[src/rtl/cnn_pkg.sv]
// Shared constants, FSM state encoding and register map for the CNN
// post-processing blocks.
package cnn_pkg;

    localparam int unsigned N_CLASSES  = 53;
    localparam int unsigned BG_CLASS   = 52;
    localparam int unsigned ADDR_BITS  = 6;
    localparam int unsigned SCORE_W    = 8;
    localparam int unsigned BUS_W      = 8;
    localparam int unsigned REG_ADDR_W = 2;

    localparam logic signed [SCORE_W-1:0] MIN_SCORE = 8'sd16;

    localparam logic [REG_ADDR_W-1:0] REG_COUNT  = 2'd0;
    localparam logic [REG_ADDR_W-1:0] REG_LAST   = 2'd1;
    localparam logic [REG_ADDR_W-1:0] REG_SEEN   = 2'd2;
    localparam logic [REG_ADDR_W-1:0] REG_STATUS = 2'd3;

    typedef enum logic [1:0] {
        IDLE   = 2'd0,
        SCAN   = 2'd1,
        DRAIN  = 2'd2,
        UPDATE = 2'd3
    } state_t;

endpackage

[src/rtl/hilo_map.sv]
// Hi-Lo card-counting weight for a class index.
// Classes are suit-major, so rank = cls mod 13 (0=Ace .. 12=King).
// Ports:
//   cls    in  class index 0..52
//   weight out signed weight: +1 for 2-6, 0 for 7-9, -1 for 10/J/Q/K/A
module hilo_map
    import cnn_pkg::*;
(
    input  logic [ADDR_BITS-1:0] cls,
    output logic signed [1:0]    weight
);

    logic [ADDR_BITS-1:0] rank;

    // Rank decode and weight lookup
    always_comb begin
        rank   = cls % ADDR_BITS'(13);
        weight = -2'sd1;
        if (rank >= ADDR_BITS'(1) && rank <= ADDR_BITS'(5)) begin
            weight = 2'sd1;
        end else if (rank >= ADDR_BITS'(6) && rank <= ADDR_BITS'(8)) begin
            weight = 2'sd0;
        end
    end

endmodule

[src/rtl/card_counter.sv]
// Scans the final-layer class scores, takes the argmax card and keeps a
// debounced Hi-Lo running count readable over the peripheral bus.
// Optional feature: define CARD_COUNTER_CONF_EN to treat a winner whose
// score is below MIN_SCORE as background.
// Ports:
//   clk, reset          clock, asynchronous active-high reset
//   start               one-cycle pulse: class scores are ready
//   mem_addr / mem_data score memory read port (1-cycle read latency)
//   busy / done         busy during scan/update; done pulses when registers update
//   chipselect, read, write, address, writedata, readdata
//                       register bus: 0 count, 1 last class, 2 cards seen,
//                       3 {6'b0, busy, frame_valid}; write to 0 clears
module card_counter
    import cnn_pkg::*;
(
    input  logic                      clk,
    input  logic                      reset,
    input  logic                      start,
    output logic [ADDR_BITS-1:0]      mem_addr,
    input  logic signed [SCORE_W-1:0] mem_data,
    output logic                      busy,
    output logic                      done,
    input  logic                      chipselect,
    input  logic                      read,
    input  logic                      write,
    input  logic [REG_ADDR_W-1:0]     address,
    input  logic [BUS_W-1:0]          writedata,
    output logic [BUS_W-1:0]          readdata
);

    localparam logic [ADDR_BITS-1:0] BG_IDX   = ADDR_BITS'(BG_CLASS);
    localparam logic [ADDR_BITS-1:0] LAST_IDX = ADDR_BITS'(N_CLASSES - 1);

    state_t                     state, state_nxt;
    logic [ADDR_BITS-1:0]       addr_nxt;
    logic                       busy_nxt, done_nxt;
    logic [BUS_W-1:0]           readdata_nxt;
    logic signed [BUS_W-1:0]    count, count_nxt;
    logic [ADDR_BITS-1:0]       last_cls, last_nxt;
    logic [BUS_W-1:0]           seen, seen_nxt;
    logic                       frame_valid, fv_nxt;
    logic signed [SCORE_W-1:0]  best_score, best_score_nxt;
    logic [ADDR_BITS-1:0]       best_idx, best_idx_nxt;
    logic [ADDR_BITS-1:0]       winner;
    logic signed [1:0]          weight;
    logic signed [BUS_W:0]      sum;
    logic                       clear;
    logic                       unused_wdata;

    // Any write data clears; only the strobe matters
    assign unused_wdata = ^writedata;
    assign clear = chipselect && write && (address == REG_COUNT);

    // Winner selection, optionally demoting low-confidence results to background
    always_comb begin
`ifdef CARD_COUNTER_CONF_EN
        winner = (best_score < MIN_SCORE) ? BG_IDX : best_idx;
`else
        winner = best_idx;
`endif
    end

    hilo_map u_hilo_map (
        .cls    (winner),
        .weight (weight)
    );

    // Next-state and datapath
    always_comb begin
        state_nxt      = state;
        addr_nxt       = mem_addr;
        done_nxt       = 1'b0;
        readdata_nxt   = readdata;
        count_nxt      = count;
        last_nxt       = last_cls;
        seen_nxt       = seen;
        fv_nxt         = frame_valid;
        best_score_nxt = best_score;
        best_idx_nxt   = best_idx;
        sum            = (BUS_W+1)'(count) + (BUS_W+1)'(weight);

        case (state)
            IDLE: begin
                if (start) begin
                    state_nxt = SCAN;
                    addr_nxt  = '0;
                end
            end
            SCAN: begin
                if (mem_addr == LAST_IDX) begin
                    state_nxt = DRAIN;
                    addr_nxt  = '0;
                end else begin
                    addr_nxt = mem_addr + ADDR_BITS'(1);
                end
                // mem_data holds the score of mem_addr-1; nothing valid yet at address 0
                if (mem_addr == ADDR_BITS'(1)) begin
                    best_score_nxt = mem_data;
                    best_idx_nxt   = '0;
                end else if (mem_addr != '0 && mem_data > best_score) begin
                    best_score_nxt = mem_data;
                    best_idx_nxt   = mem_addr - ADDR_BITS'(1);
                end
            end
            DRAIN: begin
                state_nxt = UPDATE;
                if (mem_data > best_score) begin
                    best_score_nxt = mem_data;
                    best_idx_nxt   = LAST_IDX;
                end
            end
            UPDATE: begin
                state_nxt = IDLE;
                done_nxt  = 1'b1;
                fv_nxt    = 1'b1;
                if (winner == BG_IDX) begin
                    last_nxt = BG_IDX;
                end else if (winner != last_cls) begin
                    if (sum > 9'sd127) begin
                        count_nxt = 8'sd127;
                    end else if (sum < -9'sd128) begin
                        count_nxt = -8'sd128;
                    end else begin
                        count_nxt = sum[BUS_W-1:0];
                    end
                    seen_nxt = (seen == 8'hFF) ? seen : seen + 8'd1;
                    last_nxt = winner;
                end
            end
            default: state_nxt = IDLE;
        endcase

        // A clear overrides any update landing in the same cycle
        if (clear) begin
            count_nxt = '0;
            seen_nxt  = '0;
            last_nxt  = BG_IDX;
            fv_nxt    = 1'b0;
        end

        busy_nxt = (state_nxt != IDLE);

        if (chipselect && read) begin
            case (address)
                REG_COUNT:  readdata_nxt = count;
                REG_LAST:   readdata_nxt = BUS_W'(last_cls);
                REG_SEEN:   readdata_nxt = seen;
                REG_STATUS: readdata_nxt = {6'b0, busy, frame_valid};
                default:    readdata_nxt = '0;
            endcase
        end
    end

    // State and output registers
    always_ff @(posedge clk or posedge reset) begin
        if (reset) begin
            state       <= IDLE;
            mem_addr    <= '0;
            busy        <= 1'b0;
            done        <= 1'b0;
            readdata    <= '0;
            count       <= '0;
            last_cls    <= BG_IDX;
            seen        <= '0;
            frame_valid <= 1'b0;
            best_score  <= '0;
            best_idx    <= '0;
        end else begin
            state       <= state_nxt;
            mem_addr    <= addr_nxt;
            busy        <= busy_nxt;
            done        <= done_nxt;
            readdata    <= readdata_nxt;
            count       <= count_nxt;
            last_cls    <= last_nxt;
            seen        <= seen_nxt;
            frame_valid <= fv_nxt;
            best_score  <= best_score_nxt;
            best_idx    <= best_idx_nxt;
        end
    end

endmodule

[config.mk]
export PLATFORM = sky130hd
export DESIGN_NAME = card_counter
export DESIGN_NICKNAME = d
export VERILOG_FILES = /design/src/rtl/cnn_pkg.sv /design/src/rtl/hilo_map.sv /design/src/rtl/card_counter.sv
export SDC_FILE = /design/constraint.sdc
export NUM_CORES = 1
export LEC_CHECK = 0
export CELL_PAD_IN_SITES_DETAIL_PLACEMENT = 1
export CELL_PAD_IN_SITES_GLOBAL_PLACEMENT = 2
export CORE_MARGIN = 3
export CORE_UTILIZATION = 32
export DETAILED_ROUTE_END_ITERATION = 7
export GPL_TIMING_DRIVEN = 0
export MAX_ROUTING_LAYER = met4
export PLACE_DENSITY = 0.77
export SKIP_LAST_GASP = 1
export SLEW_MARGIN = 0
export SYNTH_ARGS = -nofsm -noshare
export SYNTH_HDL_FRONTEND = slang
export SYNTH_SLANG_ARGS = --single-unit
[constraint.sdc]
create_clock -name clk -period 4.7 [get_ports clk]
set_input_delay 0.94 -clock clk [delete_from_list [all_inputs] [get_ports clk]]
set_output_delay 0.94 -clock clk [all_outputs]
set_load 0.03 [all_outputs]
Yosys cells after proc, flatten, opt, wreduce, memory -nomap -nowiden:

Cells that the tools add are included.

* register bits after elaboration: 55
* output and inout bits: 16
* word-level logic and storage cells: 94

* $add $sub $neg: 4
* div/mod/pow operators: 1
* $lt $le $gt $ge: 7
* equality and inequality tests: 16
* multiplexer cells: 35
* reductions and logical operators: 20

Operator list (number)
* 2-to-1 mux 8 bit: 14
* 2-to-1 mux 6 bit: 9
* one-hot mux 8 bit (4 select lines): 1
* one-hot mux 6 bit (2 select lines): 2
* one-hot mux 8 bit (2 select lines): 1
* equality test 6 bit (second input constant): 2
* nonzero test 2 bit: 5
* adder 8 x 2 -> 9 bit: 1
* greater-than comparator 9 x 8 -> 1 bit (second input constant): 1
* less-than comparator 9 x 8 -> 1 bit (second input constant): 1
* adder 8 x 1 -> 8 bit (second input constant): 1
* equality test 2 bit (second input constant): 4
* equality test 8 bit (second input constant): 1
* greater-than comparator 8 bit: 1
* 2-to-1 mux 2 bit: 4
* != test 2 bit (second input constant): 4
* one-hot mux 2 bit (4 select lines): 1
* adder 6 x 1 -> 6 bit (second input constant): 1
* equality test 6 x 1 -> 1 bit (second input constant): 1
* greater-or-equal comparator 6 x 1 -> 1 bit (second input constant): 1
* greater-or-equal comparator 6 x 3 -> 1 bit (second input constant): 1
* less-or-equal comparator 6 x 3 -> 1 bit (second input constant): 1
* less-or-equal comparator 6 x 4 -> 1 bit (second input constant): 1
* logical AND 1 bit: 6
* other kinds (12): 18

Logic depth before layout (Yosys ltp):

Gate-level depths: netlist of run 1.

* depth in word-level cells: 13
* depth in mapped cells: 20
* mapped depth without buffers: 18

Hierarchy:

From an unflattened synthesis of run 1, not the netlist that was laid out.

* cells, all modules: 427
* area total of the unflattened synthesis: 3992.6 sq um

By module, submodules not included
* card_counter: times used 1, cells an instance 346, area an instance 3443.3 sq um
* hilo_map: times used 1, cells an instance 81, area an instance 549.3 sq um

Worst setup path after synthesis of run 1:

No wires, ideal clock.

* path type: register -> register
* start: register best_idx[4]
* end: register count[3]
* arrival time: 4.305 ns
* setup slack: 0.271 ns
* cell stages (with the launch flop): 19
* buffers on the path: 1
* clock period less this slack: 4.429 ns
* cells stage by stage: dfrtp_1 clkbuf_1 nand2_1 nor3_1 a21oi_1 ha_1 inv_1 o21ai_0 o211ai_1 a31oi_1 a311o_1 a211o_1 fa_1 a211oi_1 o21ai_0 or4b_2 o2111a_1 a22oi_1 nand2_1

* cells in the longest elaborated chain, start to end: 13
* elaborated cells on any way between the ends: 23
* those cells by class: 1 x add/sub; 1 x div; 6 x order compare; 3 x eq/ne; 8 x mux; 4 x reduce/logical

Ends and longest elaborated chain
* start, declared: line card_counter.sv:43 `logic [ADDR_BITS-1:0] best_idx, best_idx_nxt;`
* start signal, assigned: line card_counter.sv:179 `best_idx <= best_idx_nxt;`
* remainder unit 6 x 4 -> 6 bit: line hilo_map.sv:17 `rank = cls % ADDR_BITS'(13);`
* greater-or-equal comparator 6 x 3 -> 1 bit or less-or-equal comparator 6 x 4 -> 1 bit (tied branches): line hilo_map.sv:21 `end else if (rank >= ADDR_BITS'(6) && rank <= ADDR_BITS'(8)) begin`
* logical AND 1 bit: line hilo_map.sv:21
* 2-to-1 mux 2 bit: line hilo_map.sv:21
* 2-to-1 mux 2 bit: line hilo_map.sv:19 `if (rank >= ADDR_BITS'(1) && rank <= ADDR_BITS'(5)) begin`
* adder 8 x 2 -> 9 bit: line card_counter.sv:80 `sum = (BUS_W+1)'(count) + (BUS_W+1)'(weight);`
* less-than comparator 9 x 8 -> 1 bit: line card_counter.sv:121 `end else if (sum < -9'sd128) begin`
* 2-to-1 mux 8 bit: line card_counter.sv:121
* 2-to-1 mux 8 bit: line card_counter.sv:119 `if (sum > 9'sd127) begin`
* 2-to-1 mux 8 bit: line card_counter.sv:118 `end else if (winner != last_cls) begin`
* 2-to-1 mux 8 bit: line card_counter.sv:116 `if (winner == BG_IDX) begin`
* 2-to-1 mux 8 bit: line card_counter.sv:82 `case (state)`
* 2-to-1 mux 8 bit: line card_counter.sv:134 `if (clear) begin`
* end signal, assigned: line card_counter.sv:174 `count <= count_nxt;`
* end, declared: line card_counter.sv:38 `logic signed [BUS_W-1:0] count, count_nxt;`

Several ways; a longest one is shown, not always the timed one. The select of a mux whose other input is x is not followed.
A chain may end at the register's enable or synchronous reset.

Final worst setup path of run 1:

* start: register best_idx[3]
* end: register count[5]

The elaborated chain is that of the path after synthesis.

==> results of run 1 <==
repair_timing:
| item | in CTS | in global routing |
|---|---|---|
| pin swaps | 2 | 7 |
| gates resized for setup | 13 | 18 |
| endpoints found under the setup margin | 7 | 7 |
| setup buffers | 1 | 7 |
path summary, 6_finish.rpt:
check,start,endpoint,slack (ns),depth (start not counted)
worst min-delay path,readdata[3],readdata[3],0.48,2
worst max-delay path,best_idx[3],count[5],0.20,17
worst max register to register,best_idx[3],count[5],0.20,17
max in group asynchronous,reset,last_cls[2],3.08,3
worst min register to register,readdata[3],readdata[3],0.48,2
min in group asynchronous,reset,seen[5],0.99,2
power breakdown:
| group | total [mW] | internal, mW | leakage [nW] | switching, mW |
|---|---|---|---|---|
| Combinational | 1.31 | 0.587 | 1.22 | 0.721 |
| Sequential | 0.642 | 0.567 | 0.682 | 0.0748 |
| Clock | 0.378 | 0.200 | 0.0675 | 0.178 |
| Total | 2.33 | 1.35 | 1.97 | 0.973 |
registers in the layout, summed over array words and instances, names as in the netlist:
name	flops
best_score	8
count	8
readdata	8
seen	8
best_idx	6
last_cls	6
mem_addr	6
state	2
busy	1
done	1
frame_valid	1
routing by layer:
metal,wire length (um),part of all wire,global-route usage
met3,214,0.022,0.0238
met2,4890,0.50,0.279
met1,4670,0.47,0.210
met4,71,0.0072,0.0261
met5,0,0,-
cells by family after synthesis:
family	Yosys count
xor+xnor	16
flops	55
compound gates	116
mux	23
fa+ha+maj	23
simple gates	135
buf+inv	43
placed cells by master, fill, tap and decap left out, drive strengths merged, types with 6 or more instances in the layout:
cell           synthesis  layout
nor2b                  6       6
clkbuf                 9      12
inv                   26      26
ha                    22      22
mux2                  14      14
nand2                 48      48
clkdlybuf4s50          0      29
and3                   6       6
dfrtp                 52      52
o31ai                  9       9
o21a                   6       6
a21oi                 21      21
xnor2                  6       6
nor2                  30      30
nor3                  11      11
xor2                  10      10
buf                    8      18
o21ai                 31      31
a22oi                  6       6
o211ai                 6       6
nand3                 14      14
mux2i                  7       7
critical path, stage by stage (launching register included):
cell	delay, ns
dfrtp_1	0.32
buf_4	0.17
clkinvlp_4	0.14
nor3_4	0.20
a21oi_2	0.08
ha_4	0.20
a211o_4	0.36
a21oi_4	0.21
nor3_2	0.06
a311o_1	0.37
a211o_4	0.39
fa_2	0.40
a211oi_4	0.28
o21ai_2	0.11
or4b_2	0.63
o2111a_2	0.21
a22oi_1	0.16
nand2_1	0.08
layout make-up:
type	count	area, sq um
fill	1277	6560
multi-input combinational	313	2300
sequential	55	1380
timing repair buffer	38	370
tap	140	175
clock buffer	6	129
inverter	26	101
buffer	15	92.6
clock inverter	2	16.3
stage by stage:
step                cells   util  power, mW  worst slack [ns]
detailed placement    581  0.380       1.79            -0.533
floorplan             411      -       1.51             0.271
global placement      580  0.378       1.75            -0.460
CTS                   589  0.399       2.24            0.0125
global route          595  0.410       2.55           -0.0370
finish                595  0.410       2.33             0.202
==> metrics.md, run 1 <==
| Metric | Value |
|---|---|
| Num CTS Buffers | 5 |
| Total number of vias | 3178 |
| Width of the die | 114 um |
| CTS tree | built |
| Status | finished, final reports clean |
| DR vias/cell | 5.34 |
| Grt ovf | 0 |
| Prevailing post-synth register cell | dfrtp_1 |
| CP Class | flip-flop to flip-flop |
| Maximum VDD drop | 0.000217 V |
| Worst-Margin Slew | 0.811 ns |
| Die area | 13000 sq um |
| Flops & latches, synth | 55 |
| First-pass GRT wire length | 17000 um |
| Synthesized Nets | 458 |
| Vias in the first global route | 3370 |
| DRC | 0 |
| Top cell type by total area after synthesis | dfrtp_1 |
| Synth Instances | 411 |
| Clock Skews | 0.00922 ns |
| Placed cell area | 4220 sq um |
| Hold buffers post-CTS | 0 |
| Die Span Y | 114 um |
| Clk_lat worst skew | 0.30 ns |
| Mapped cell area | 3740 sq um |
| I/O Buffers | 29 |
| Most frequent cells after synthesis | dfrtp_1 (52), nand2_1 (48), o21ai_0 (31), nor2_1 (30), inv_1 (26) |
| Mux cell area share after synthesis | 0.0730 |
| Layout cells sized above 1 | 0.176 |
| CORE AREA | 11100 sq um |
| Req. time, crit path | 4.87 ns |
| Compound-gate portion of the synthesized area | 0.215 |
| Nets@finish | 501 |
| Leakage | 1.97 nW |
| Max frequency | 222 MHz |
| Wire per inst | 16.6 um |
| Final Setup Violations | 0 |
| Number of synthesized flops with an enable pin | 0 |
| # IOs | 40 |
| Pwr Density | 510 nW/um^2 |
| Rel. slew slack | 0.457 |
| Yosys warnings | 0 |
| Synth Area in XOR/XNOR | 0.0375 |
| Routed Antenna Nets | 0 |
| Final min period | 4.50 ns |
| Design area | 4570 sq um |
| Row count | 38 |
| N_diodes | 0 |
| CTS HTree Levels | 2 |
| Fin. max-slew vios | 0 |
| CP Max Fanout | 8 |
| Seq/Total Area, Yosys | 0.369 |
| Setup TNS | 0 ns |
| Synth top area cells | dfrtp_1 (35%), ha_1 (7.4%), nand2_1 (4.8%) |
| First-pass iteration count of the detailed router | 5 |
| Yosys cell types | 69 |
| Synth top area share | 0.348 |
| Period Utilization, post-route | 0.957 |
| Root Driver | clkbuf_16 |
| WHS | 0.480 ns |
| Post-Synth Simple-Gate Area | 0.171 |
| Initial drt markers | 167 |
| Count leader, synth | dfrtp_1 |
| Max Cap Viol | 0 |
| Largest family of logic cells by synthesized area | compound AO/OA/AOI/OAI gates |
| Pin count of the biggest net entering global routing | 36 |
| Final GP Congestion | 0.817 |
| DP Wirelength | 7570 um |
| Effective utilization at floorplan | 0.336 |
| TritonCTS Sinks | 55 |
| Final hold vios | 0 |
| Total global-route track usage | 0.163 |
| Initial antenna violation count | 0 |
| Adder-cell share of the synthesized area | 0.0790 |
| Syn Area/Cell | 9.09 sq um |
| Worst hold path type | flip-flop to flip-flop |
| Clk buf depth | 2 |
| Area grow syn2layout | 22.2% |
| Crit. End Element | flip-flop |
| Clock transition at the registers of the reported paths | 0.08 ns |
| Post-synth ARST share | 1.00 |
| Worst EP arrival | 4.67 ns |
| CP Launch Type | flip-flop |
| Routed Wire Length | 9850 um |
Power figures use the tool's default switching activity.
==> run 2, diff against run 1 <==
- CORE_UTILIZATION: 32 -> 39
- PLACE_DENSITY: 0.77 -> 0.87
- SYNTH_HIERARCHICAL: unset -> 1
- clock period: 4.7 -> 5.6 ns (I/O delays scaled with it)
==> run 2 against run 1 <==
Synthesized area up 6.8%. Global-route usage up 2.1 points. Via count up 2.8%. Clock skew down 0.0026 ns. Critical path depth unchanged. Die area down 12%. Clock-buffer cell count down 1. Fmax down 11%. Non-clock buffer count down 4. Worst setup slack better by 0.37 ns. Register-to-register slack better by 0.37 ns. Highest routed layer unchanged.
==> metrics.md, run 2 <==
| Metric | Value |
|---|---|
| Status | finished, final reports clean (unchanged) |
| First-pass GRT wire length | 16900 um (was 17000 um) |
| Max Cap Viol | 0 (unchanged) |
| Seq/Total Area, Yosys | 0.346 (was 0.369) |
| Area grow syn2layout | 15.7% (was 22.2%) |
| Period Utilization, post-route | 0.897 (was 0.957) |
| Nets@finish | 512 (was 501) |
| Most frequent cells in the layout | dfrtp_1 (52), nor2_1 (41), nand2_1 (38), clkdlybuf4s50_1 (29), inv_1 (26) (was dfrtp_1 (51), nand2_1 (47), o21ai_0 (30), nor2_1 (29), clkdlybuf4s50_1 (29)) |
| Slowest CP cell | a311oi_4 (was or4b_2) |
| Setup TNS | 0 ns (unchanged) |
| Most frequent cells after synthesis | dfrtp_1 (52), nor2_1 (41), nand2_1 (38), inv_1 (27), a21oi_1 (24) (was dfrtp_1 (52), nand2_1 (48), o21ai_0 (31), nor2_1 (30), inv_1 (26)) |
| Req. time, crit path | 5.85 ns (was 4.87 ns) |
| CTS tree | built (unchanged) |
| Max frequency | 199 MHz (was 222 MHz) |
| DRC | 0 (unchanged) |
| Worst hold path type | flip-flop to flip-flop (unchanged) |
| Effective utilization at floorplan | 0.405 (was 0.336) |
| Worst EP arrival | 5.28 ns (was 4.67 ns) |
| Final hold vios | 0 (unchanged) |
| Total global-route track usage | 0.185 (was 0.163) |
| Synth top area cells | dfrtp_1 (33%), ha_1 (7.2%), xnor2_1 (4.2%) (was dfrtp_1 (35%), ha_1 (7.4%), nand2_1 (4.8%)) |
| Grt ovf | 0 (unchanged) |
| Final Setup Violations | 0 (unchanged) |
| CP Launch Type | flip-flop (unchanged) |
| Syn Area/Cell | 9.35 sq um (was 9.09 sq um) |
| Crit-path cells | buf_4 > and4b_1 > nor2_1 > ha_1 > clkbuf_1 > mux2i_1 > a311oi_4 > nand4_1 > o211ai_1 > a311o_2 > ha_1 > a21oi_1 > nand3_1 > mux2_2 > a31oi_1 > and2_4 > a221o_1 (was buf_4 > clkinvlp_4 > nor3_4 > a21oi_2 > ha_4 > a211o_4 > a21oi_4 > nor3_2 > a311o_1 > a211o_4 > fa_2 > a211oi_4 > o21ai_2 > or4b_2 > o2111a_2 > a22oi_1 > nand2_1) |
| Most common cell after layout, fill and taps aside | dfrtp_1 (unchanged) |
| DR vias/cell | 5.46 (was 5.34) |
| Die area | 11500 sq um (was 13000 sq um) |
| Top cell type by total area after synthesis | dfrtp_1 (unchanged) |
| Final GP Congestion | 0.821 (was 0.817) |
| Unrepaired setup endpoints after global routing | no |
| Synthesized Nets | 475 (was 458) |
| Root Driver | clkbuf_8 (was clkbuf_16) |
| CTS HTree Levels | 2 (unchanged) |
| Placed cell area | 4470 sq um (was 4220 sq um) |
| CP Class | flip-flop to flip-flop (unchanged) |
| DP Wirelength | 7580 um (was 7570 um) |
| N_diodes | 0 (unchanged) |
| Post-synth ARST share | 1.00 (unchanged) |
| Placed Cells | 590 (was 581) |
| Yosys warnings | 6 (was 0) |
| Pin count of the biggest net entering global routing | 29 (was 36) |
| I/O Buffers | 29 (unchanged) |
| Fill count | 1113 (was 1277) |
| Clock transition at the registers of the reported paths | 0.10 ns (was 0.08 ns) |
| Vias in the first global route | 3464 (was 3370) |
| Yosys cell types | 72 (was 69) |
| Count leader, synth | dfrtp_1 (unchanged) |
| Design area | 4620 sq um (was 4570 sq um) |
| Fin. max-slew vios | 0 (unchanged) |
| Clk_lat worst skew | 0.31 ns (was 0.30 ns) |
| Prevailing post-synth register cell | dfrtp_1 (unchanged) |
| Final min period | 5.03 ns (was 4.50 ns) |
| Width of the die | 107 um (was 114 um) |
| WHS | 0.490 ns (was 0.480 ns) |
| Total number of vias | 3267 (was 3178) |
| Flop-to-flop setup slack | 0.57 ns (was 0.20 ns) |
| CP Max Fanout | 10 (was 8) |
| Final Non-Filler Cells | 598 (was 595) |
| Largest stage delay, worst path | 0.56 ns (was 0.63 ns) |
| Setup bufs post-CTS | 0 (was 1) |
| Flops & latches, synth | 55 (unchanged) |
| Rel. slew slack | 0.585 (was 0.457) |
| First-pass iteration count of the detailed router | 4 (was 5) |
| Routed Wire Length | 9910 um (was 9850 um) |
| Initial antenna violation count | 0 (unchanged) |
| Synth top area share | 0.326 (was 0.348) |
| Mapped cell area | 3990 sq um (was 3740 sq um) |
| Crit. End Element | flip-flop (unchanged) |
| # IOs | 40 (unchanged) |
| TritonCTS Sinks | 55 (unchanged) |
| Worst-Margin Slew | 0.621 ns (was 0.811 ns) |
| Row count | 36 (was 38) |
| CORE AREA | 9860 sq um (was 11100 sq um) |
| Num CTS Buffers | 5 (unchanged) |
| Wire per inst | 16.6 um (about the same) |
| Initial drt markers | 99 (was 167) |
| Critical path's most frequent cell | ha_1 (was a211o_4) |
| Synth Instances | 427 (was 411) |
| Routed Antenna Nets | 0 (unchanged) |
| Die Span Y | 107 um (was 114 um) |
| Layout cells sized above 1 | 0.120 (was 0.176) |
| Clk buf depth | 2 (unchanged) |
| Clock Skews | 0.00660 ns (was 0.00922 ns) |
| Number of synthesized flops with an enable pin | 0 (unchanged) |
## run 2: cells by family after synthesis
kind of cell             Yosys count  share of synthesized area
AND/OR/NAND/NOR                  140                      0.187
AO/OA/AOI/OAI                    115                      0.208
flip-flops                        55                      0.346
buffers and inverters             46                     0.0561
multiplexers                      27                     0.0821
adder cells (fa/ha/maj)           24                     0.0771
XOR/XNOR                          20                     0.0439
## run 2: critical path, delay by kind of cell (launching register included)
family                     cells  cell delay (ns)
DFF                            1             0.49
AOI/OAI and AO/OA              6             1.91
and+or+nand+nor                5             1.00
adders and majority gates      2             0.47
buffers and inverters          2             0.60
muxes                          2             0.48
## run 2: cell type report
class | count | area [sq um] | share of cell area
Multi-Input combinational cell | 326 | 2400 | 0.520
Clock buffer | 5 | 68.8 | 0.0149
Inverter | 27 | 101 | 0.0219
Clock inverter | 3 | 67.6 | 0.0146
Buffer | 19 | 123 | 0.0266
Sequential cell | 55 | 1380 | 0.299
Timing Repair Buffer | 30 | 310 | 0.0672
Tap cell | 133 | 166 | 0.0360
## run 2: stage by stage
step | utilization | setup slack (ns)
3_3_place_gp | 0.451 | 0.390
6_report | 0.468 | 0.574
4_1_cts | 0.467 | 0.253
2_1_floorplan | - | 1.26
3_5_place_dp | 0.453 | 0.310
5_1_grt | 0.468 | 0.190
## run 2: path summary, 6_finish.rpt
kind                               end  depth (start not counted)        start
min                        readdata[2]                          2  readdata[2]
max                           count[6]                         17  best_idx[4]
max reg2reg                   count[6]                         17  best_idx[4]
min reg2reg                readdata[2]                          2  readdata[2]
max in group asynchronous  last_cls[4]                          3        reset
min in group asynchronous  readdata[0]                          2        reset
## run 2: layer usage
metal / wire length (um) / part of all wire / vias up / GRT usage
met2: 4890 / 0.49 / 37 / 0.305
met1: 4780 / 0.48 / 1605 / 0.246
li1: - / - / 1619 / -
met3: 173 / 0.017 / 6 / 0.0229
met5: 0 / 0 / - / -
met4: 67 / 0.0068 / 0 / 0.0374
## run 2: what timing repair did
item                                    in CTS  in global routing
endpoints found under the setup margin       0                  7
resized for setup                            0                  2
hold buffers                                 0                  0
Power of run 2 is left out: the tool's default activity adds up to more than one toggle a clock period on the data nets, which glitch-free logic cannot reach.
